[src/rtl/scr1_dmi_ctrl_pkg.sv]
// Shared DMI/DTM encodings for the debug transport chain.
// Contents: DMI op codes, JTAG chain ids for the DTM registers, dtmcs
// field positions, the DTM version, and a helper that packs a dtmcs word.
package scr1_dmi_ctrl_pkg;

  // DMI op field: request codes on update, status codes on capture
  localparam logic [1:0] DMI_OP_NOP   = 2'd0;
  localparam logic [1:0] DMI_OP_READ  = 2'd1;
  localparam logic [1:0] DMI_OP_WRITE = 2'd2;
  localparam logic [1:0] DMI_OP_BUSY  = 2'd3;
  localparam logic [1:0] DMI_STAT_OK   = 2'd0;
  localparam logic [1:0] DMI_STAT_BUSY = 2'd3;

  // TAP chain ids routed to this block
  localparam int DTM_CH_ID_DTMCS = 1;
  localparam int DTM_CH_ID_DMI   = 2;

  // dtmcs bit positions
  localparam int DTMCS_VERSION_LO  = 0;
  localparam int DTMCS_ABITS_LO    = 4;
  localparam int DTMCS_DMISTAT_LO  = 10;
  localparam int DTMCS_IDLE_LO     = 12;
  localparam int DTMCS_DMIRESET    = 16;
  localparam int DTMCS_DMIHARDRST  = 17;

  localparam logic [3:0] DTM_VERSION = 4'd1;

  // dtmcs as seen on capture; the reset request bits always read as 0
  function automatic logic [31:0] dtmcs_word(input logic [2:0] idle,
                                             input logic [1:0] stat,
                                             input logic [5:0] abits);
    dtmcs_word = {14'b0, 1'b0, 1'b0, 1'b0, idle, stat, abits, DTM_VERSION};
  endfunction

endpackage

[src/rtl/scr1_dmi_ctrl.sv]
// Debug Module Interface controller between the TAP chain interface and the DM.
// Holds each DMI request until the DM answers (arbitrary latency), keeps a
// sticky busy status, and implements dtmcs dmireset/dmihardreset.
// Ports:
//   clk, rst                 - clock, synchronous active-high reset
//   dtm_ch_sel/id            - chain select and chain id (1=dtmcs, 2=dmi)
//   dtm_ch_capture/shift/update, dtm_ch_tdi, dtm_ch_tdo - DR strobes and serial data
//   dmi_req/wr/addr/wdata    - request to DM, held until dmi_resp
//   dmi_resp/rdata           - DM completion and read data
module scr1_dmi_ctrl
  import scr1_dmi_ctrl_pkg::*;
#(
  parameter int ADDR_WIDTH  = 7,
  parameter int DATA_WIDTH  = 32,
  parameter int IDLE_HINT   = 0,
  parameter int CH_ID_WIDTH = 2
) (
  input  logic                   clk,
  input  logic                   rst,
  input  logic                   dtm_ch_sel,
  input  logic [CH_ID_WIDTH-1:0] dtm_ch_id,
  input  logic                   dtm_ch_capture,
  input  logic                   dtm_ch_shift,
  input  logic                   dtm_ch_update,
  input  logic                   dtm_ch_tdi,
  output logic                   dtm_ch_tdo,
  input  logic                   dmi_resp,
  input  logic [DATA_WIDTH-1:0]  dmi_rdata,
  output logic                   dmi_req,
  output logic                   dmi_wr,
  output logic [ADDR_WIDTH-1:0]  dmi_addr,
  output logic [DATA_WIDTH-1:0]  dmi_wdata
);

  localparam int DMI_W = ADDR_WIDTH + DATA_WIDTH + 2;
  // The DR must also hold the 32-bit dtmcs view when the DMI view is narrower
  localparam int DR_W  = (DMI_W > 32) ? DMI_W : 32;

  localparam logic [CH_ID_WIDTH-1:0] ID_DTMCS = CH_ID_WIDTH'(DTM_CH_ID_DTMCS);
  localparam logic [CH_ID_WIDTH-1:0] ID_DMI   = CH_ID_WIDTH'(DTM_CH_ID_DMI);
  localparam logic [2:0]             IDLE_VAL = 3'(IDLE_HINT);
  localparam logic [5:0]             ABITS    = 6'(ADDR_WIDTH);

  typedef enum logic {ST_IDLE, ST_REQ} state_e;

  state_e                state_q, state_d;
  logic [DR_W-1:0]       dr_q, dr_d;
  logic [1:0]            sticky_q, sticky_d;
  logic [ADDR_WIDTH-1:0] last_addr_q;
  logic [DATA_WIDTH-1:0] rdata_q;
  logic                  wr_q;
  logic [ADDR_WIDTH-1:0] addr_q;
  logic [DATA_WIDTH-1:0] wdata_q;

  // Qualified strobes: capture beats shift, update never overlaps either
  logic cap, sh, upd;
  logic is_dtmcs, is_dmi;
  assign cap      = dtm_ch_sel & dtm_ch_capture;
  assign sh       = dtm_ch_sel & dtm_ch_shift & ~dtm_ch_capture;
  assign upd      = dtm_ch_sel & dtm_ch_update;
  assign is_dtmcs = (dtm_ch_id == ID_DTMCS);
  assign is_dmi   = (dtm_ch_id == ID_DMI);

  // DMI fields of the DR as left by the last shift
  logic [ADDR_WIDTH-1:0] upd_addr;
  logic [DATA_WIDTH-1:0] upd_data;
  logic [1:0]            upd_op;
  assign upd_addr = dr_q[DMI_W-1 -: ADDR_WIDTH];
  assign upd_data = dr_q[DATA_WIDTH+1:2];
  assign upd_op   = dr_q[1:0];

  logic in_req;
  logic hardreset, dmireset;
  logic busy_cap, busy_upd;
  logic dmi_start, dmi_done;
  logic [1:0] cap_op;

  assign in_req    = (state_q == ST_REQ);
  assign hardreset = upd & is_dtmcs & dr_q[DTMCS_DMIHARDRST];
  assign dmireset  = upd & is_dtmcs & dr_q[DTMCS_DMIRESET];
  // Touching the DMI register while a request is in flight marks the chain busy
  assign busy_cap  = cap & is_dmi & in_req;
  assign busy_upd  = upd & is_dmi & in_req;
  assign dmi_start = upd & is_dmi & ~in_req & (sticky_q == DMI_STAT_OK)
                   & ((upd_op == DMI_OP_READ) | (upd_op == DMI_OP_WRITE));
  // A hardreset in the same cycle abandons the response
  assign dmi_done  = in_req & dmi_resp & ~hardreset;
  assign cap_op    = in_req ? DMI_OP_BUSY : sticky_q;

  // FSM state register
  always_ff @(posedge clk) begin
    if (rst) state_q <= ST_IDLE;
    else     state_q <= state_d;
  end

  // FSM next state
  always_comb begin
    state_d = state_q;
    case (state_q)
      ST_IDLE: if (dmi_start) state_d = ST_REQ;
      ST_REQ:  if (hardreset || dmi_resp) state_d = ST_IDLE;
      default: state_d = ST_IDLE;
    endcase
  end

  // Sticky status: either reset bit clears it, busy events set it
  always_comb begin
    sticky_d = sticky_q;
    if (hardreset || dmireset)  sticky_d = DMI_STAT_OK;
    else if (busy_cap || busy_upd) sticky_d = DMI_STAT_BUSY;
  end

  // DR next value; each chain id has its own view width
  always_comb begin
    dr_d = dr_q;
    if (cap) begin
      dr_d = '0;
      if (is_dtmcs)    dr_d[31:0]      = dtmcs_word(IDLE_VAL, sticky_q, ABITS);
      else if (is_dmi) dr_d[DMI_W-1:0] = {last_addr_q, rdata_q, cap_op};
    end else if (sh) begin
      if (is_dtmcs)    dr_d[31:0]      = {dtm_ch_tdi, dr_q[31:1]};
      else if (is_dmi) dr_d[DMI_W-1:0] = {dtm_ch_tdi, dr_q[DMI_W-1:1]};
      else             dr_d[0]         = dtm_ch_tdi;
    end
  end

  always_ff @(posedge clk) begin
    if (rst) begin
      dr_q        <= '0;
      sticky_q    <= DMI_STAT_OK;
      last_addr_q <= '0;
      rdata_q     <= '0;
      wr_q        <= 1'b0;
      addr_q      <= '0;
      wdata_q     <= '0;
    end else begin
      dr_q     <= dr_d;
      sticky_q <= sticky_d;
      // Request fields only load from IDLE, so they hold steady during REQ
      if (dmi_start) begin
        addr_q      <= upd_addr;
        wdata_q     <= upd_data;
        wr_q        <= (upd_op == DMI_OP_WRITE);
        last_addr_q <= upd_addr;
      end
      if (dmi_done && !wr_q) rdata_q <= dmi_rdata;
    end
  end

  assign dmi_req    = in_req;
  assign dmi_wr     = wr_q;
  assign dmi_addr   = addr_q;
  assign dmi_wdata  = wdata_q;
  assign dtm_ch_tdo = dr_q[0];

endmodule

[config.mk]
export PLATFORM = sky130hd
export DESIGN_NAME = scr1_dmi_ctrl
export DESIGN_NICKNAME = d
export VERILOG_FILES = /design/src/rtl/scr1_dmi_ctrl_pkg.sv /design/src/rtl/scr1_dmi_ctrl.sv
export SDC_FILE = /design/constraint.sdc
export NUM_CORES = 1
export LEC_CHECK = 0
export ABC_AREA = 1
export BUFFER_PORTS_ARGS = -buffer_cell sky130_fd_sc_hd__buf_4
export CAP_MARGIN = 10
export CORE_MARGIN = 2
export CORE_UTILIZATION = 60
export DETAILED_ROUTE_END_ITERATION = 6
export PLACE_DENSITY = 0.93
export REMOVE_ABC_BUFFERS = 1
export SLEW_MARGIN = 20
export SYNTH_ARGS = -nofsm -noshare
export SYNTH_HDL_FRONTEND = slang
export SYNTH_SLANG_ARGS = --single-unit
[constraint.sdc]
create_clock -name clk -period 3.62 [get_ports clk]
set_input_delay 0.543 -clock clk [delete_from_list [all_inputs] [get_ports clk]]
set_output_delay 0.543 -clock clk [all_outputs]
set_load 0.02 [all_outputs]
======== Yosys cells after proc, flatten, opt, wreduce, memory -nomap -nowiden ========
Index checks and enable logic that the tools add are counted.
cells by class
  eq/ne operators ......................... 5
  muxes and demuxes ....................... 13
  bitwise operators ....................... 20
  reduce and logical (&&, ||, !) cells .... 12
operator list
  kind                count
  $mux 41             3
  $mux 32             2
  $mux 40             1
  $mux 9              2
  $and 1x1->1         16
  $eq 2x1->1 const B  2
  $eq 2x2->1 const B  2
  $reduce_bool 2->1   2
  $logic_or 1x1->1    3
  $mux 1              3
  $not 1->1           3
  $reduce_and 3->1    1
  $reduce_bool 3->1   1
  $logic_not 2->1     1
  $mux 2              1
  $ne 2x2->1 const B  1
  $pmux 1 s2          1
  $reduce_and 2->1    1
  $reduce_or 2->1     1
  $logic_and 1x1->1   1
  $logic_not 1->1     1
  $or 1x1->1          1
storage, ports and cells
  flip-flop bits (word level) ............. 115
  output and inout bits ................... 42

======== Depth between registers and ports, before layout ========
  depth in word-level cells ............... 7
  gate-level depth with buffers ........... 9
  mapped depth without buffers ............ 8

======== Worst setup path after synthesis ========
Ideal clock, no wire load.
  kind .................................... in2reg
  start point ............................. input rst
  end point ............................... register rdata_q[13]
  setup time .............................. 64 ps
  data arrival time ....................... 1446 ps
  required time ........................... 3556 ps
  setup slack ............................. 2110 ps
  cell stages on the path ................. 6
  path buffers ............................ 3
  path through ............................ buf_2 clkinv_1 clkbuf_1 clkbuf_1 nand2_1 nor2_1
RTL lines
  what                  line                  RTL
  from (decl)           scr1_dmi_ctrl.sv:19   input logic rst,
  to (signal assigned)  scr1_dmi_ctrl.sv:146  if (dmi_done && !wr_q) rdata_q <= dmi_rdata;
  to (decl)             scr1_dmi_ctrl.sv:50   logic [DATA_WIDTH-1:0] rdata_q;

======== Worst setup path after layout ========
  start point ............................. input dtm_ch_sel
  end point ............................... register dr_q[16]
on the way
  longest elaborated chain between the ends .. 4
  elaborated cells between the ends (all ways) .. 7
ends and longest elaborated chain
  what                         line                  RTL
  from (decl)                  scr1_dmi_ctrl.sv:20   input logic dtm_ch_sel,
  $and 1x1->1 (2 in series)    scr1_dmi_ctrl.sv:59   assign sh = dtm_ch_sel & dtm_ch_shift & ~dtm_ch_capture;
  $reduce_bool 2->1 (no line)  -
  $reduce_and 2->1 (no line)   -
  to (signal assigned)         scr1_dmi_ctrl.sv:137  dr_q <= dr_d;
  to (decl)                    scr1_dmi_ctrl.sv:47   logic [DR_W-1:0] dr_q, dr_d;
Several ways; a longest one is shown, not always the timed one.
A chain may end at the register's enable or synchronous reset.

==> impl_metrics.json <==
{
  "grt_pass1_wl_mm": 20.7,
  "drc_errors": 0,
  "ys_warn_count": 0,
  "dr.pass1.iters": 5,
  "finalCriticalPeriod_ns": 2.06,
  "clockBufferDepth": 2,
  "drt-initial-drc-count": 337,
  "postLayoutCoreUtil_pct": 76.7,
  "grt_pass1_vias": 4472,
  "final-hold-violation-count": 0,
  "h-tree-depth": 4,
  "cpMostUsedCell": "nand2_1",
  "maxCapViolCount": 0,
  "dpl.cell_count": 839,
  "crit_required_ns": 4.01,
  "place_area_mm2": 0.00545,
  "finalInstanceArea_mm2": 0.00596,
  "slew_headroom_pct": 37.6,
  "viasPerCell": 5.48,
  "die-area_mm2": 0.00882,
  "criticalPathCategory": "in -> reg",
  "fp.dieW_um": 93.9,
  "wirelength_mm": 12.6,
  "grt_overflow_total": 0,
  "grt_use_total_pct": 29.8,
  "fin_skew_ns": 0.00835,
  "mostFrequentLayoutCell": "nor2_1",
  "synth_top_cell_by_area": "dfxtp_1",
  "cts.clk_slew.worst_paths_ns": 0.05,
  "grt_max_degree": 43,
  "status": "finished, final reports clean",
  "vias": 4771,
  "numCtsBuffers": 17,
  "ir_worst_vdd_uv": 356,
  "cp_max_fo": 26,
  "drive_above_1_share_pct": 17.1,
  "power.total_mw": 3.04,
  "yosysTopAreaCellShare_pct": 47.5,
  "combPwrFrac_pct": 9.3,
  "critPathMaxStageDelay_ns": 0.61,
  "cpLargestDelayFamily": "simple AND/OR/NAND/NOR gates",
  "start_util_pct": 62.5,
  "area_growth_pct": 22.9,
  "switching_power_uw": 739,
  "pwr-share-seq_pct": 44.0,
  "ant_nets": 0,
  "worst_slack_ns": 1.56,
  "ys_ff_latch": 115,
  "crit_path_end_kind": "flip-flop",
  "core_mm2": 0.00777,
  "syn_inst": 691,
  "cts_hold_buf": 0,
  "whs_ns": 0.331,
  "worstSetupStartpointType": "input pin",
  "final_cells": 870,
  "synth.distinct_cells": 26,
  "finalCritPeriodShare_pct": 56.9,
  "chipHeight_um": 93.9,
  "p_per_area_mw_per_mm2": 511,
  "fillerInstances": 530,
  "antenna_cells": 0,
  "synth_area_leaders": "dfxtp_1, nor2_1, nand2_1",
  "cts_tree": "done",
  "rows": 32,
  "clockRootBuffer": "clkbuf_8",
  "portBuffers": 83,
  "layout_common_cells": "nor2_1, nand2_1, dfxtp_1",
  "antenna_found_initial": 0,
  "clk_latency_ns": 0.52,
  "hpwlAfterDp_mm": 7.47,
  "cts_resized": 0,
  "pre_cts_slack_ns": 1.18,
  "fin_nets": 799,
  "wl_per_cell_um": 14.5,
  "gp_congestion": 0.872,
  "cts_setup_buffers": 0,
  "netlist_area_mm2": 0.00485,
  "slowest_stage": "a21oi_4",
  "cp_data_arrival_time_ns": 2.45,
  "worstPathCellList": "buf_4 -> nand2_2 -> inv_2 -> a21oi_4 -> nand2_1 -> nand2_1 -> nor2_1",
  "numClockSinks": 115,
  "hold_class": "in -> reg",
  "synth-seq-area-share_pct": 47.5,
  "clockPowerShare_pct": 46.7,
  "setup_tns_ns": 0,
  "swShare_pct": 24.3,
  "pin_count": 84,
  "setup_viol": 0,
  "drv_slew": 0,
  "max_freq_mhz": 485,
  "critPathBufInv": 2,
  "p_leak_nw": 2.61,
  "rsz0062_at_grt": "no",
  "p_int_mw": 2.30,
  "worst_pin_slew_ns": 0.934,
  "syn-mean-instance-area_um2": 7.02
}
[power by group through the flow]
stage                     Combinational [mW]  Sequential, mW  Clock, mW
final                                  0.283            1.34       1.42
after detailed placement               0.268            1.36          0
after global placement                 0.257            1.36          0
after CTS                              0.278            1.34       1.42
after global routing                   0.315            1.34       1.48
after floorplan                        0.166            1.36          0
[routing by layer]
metal	vias up	wire [um]	GRT usage (%)
met5	-	0	0
met4	0	271	11.8
met3	36	1150	6.82
met2	246	6080	49.8
met1	2176	5080	37.2
li1	2313	-	-
[cell usage after synthesis]
cell type    n
nor3_2       1
o21ai_0     52
o21ai_1      7
nor3_1       1
a21oi_4      1
clkbuf_1    22
nor2_1     204
a22oi_1      9
nor2_4       1
inv_1       27
buf_1        1
dfxtp_1    115
nor2_2       1
buf_4        4
o21ai_2      1
nand3_1      7
nand2_1    136
nand4_1      1
nand2_2      5
a21oi_1     39
ha_1         1
nand4_2      1
clkinv_1     1
nand3b_1    32
inv_2        6
buf_2       15
[worst register-to-register path, delay by kind of cell (launching register included)]
kind / cells / cell delay (ns)
DFF: 1 / 0.35
buffers and inverters: 3 / 0.91
adders and majority gates: 1 / 0.28
and+or+nand+nor: 4 / 0.40
[cells by family (layout without fill, tap and decap cells)]
logic type | after synthesis | in the layout | synth area share (%)
flip-flops | 115 | 115 | 47.5
adder cells (fa/ha/maj) | 1 | 1 | 0.258
AND/OR/NAND/NOR | 390 | 390 | 33.7
AO/OA/AOI/OAI | 109 | 109 | 12.0
buffers and inverters | 76 | 153 | 6.58
[area by class of cell]
class | instances | area [um^2] | area share, %
sequential | 115 | 2300 | 38.6
multi-input combinational | 500 | 2240 | 37.5
timing repair buffer | 88 | 661 | 11.1
clock buffer | 26 | 478 | 8.02
inverter | 34 | 128 | 2.14
tap | 102 | 128 | 2.14
clock inverter | 5 | 27.5 | 0.462
[registers in the layout, indices dropped and copies added, names as in the netlist]
register / cells
dr_q: 41
dmi_req: 1
rdata_q: 32
dmi_wdata: 32
dmi_wr: 1
sticky_q: 1
dmi_addr: 7
[path summary, 6_finish.rpt]
path | from | end | slack (ns) | depth (start not counted)
setup / recovery | dtm_ch_sel | dr_q[16] | 1.56 | 7
hold / removal | dmi_rdata[11] | rdata_q[11] | 0.33 | 4
setup reg to reg | dr_q[0] | dmi_wdata[28] | 1.60 | 8
hold reg to reg | rdata_q[4] | rdata_q[4] | 0.48 | 2
Note: power is estimated with default switching activity, not from simulation.
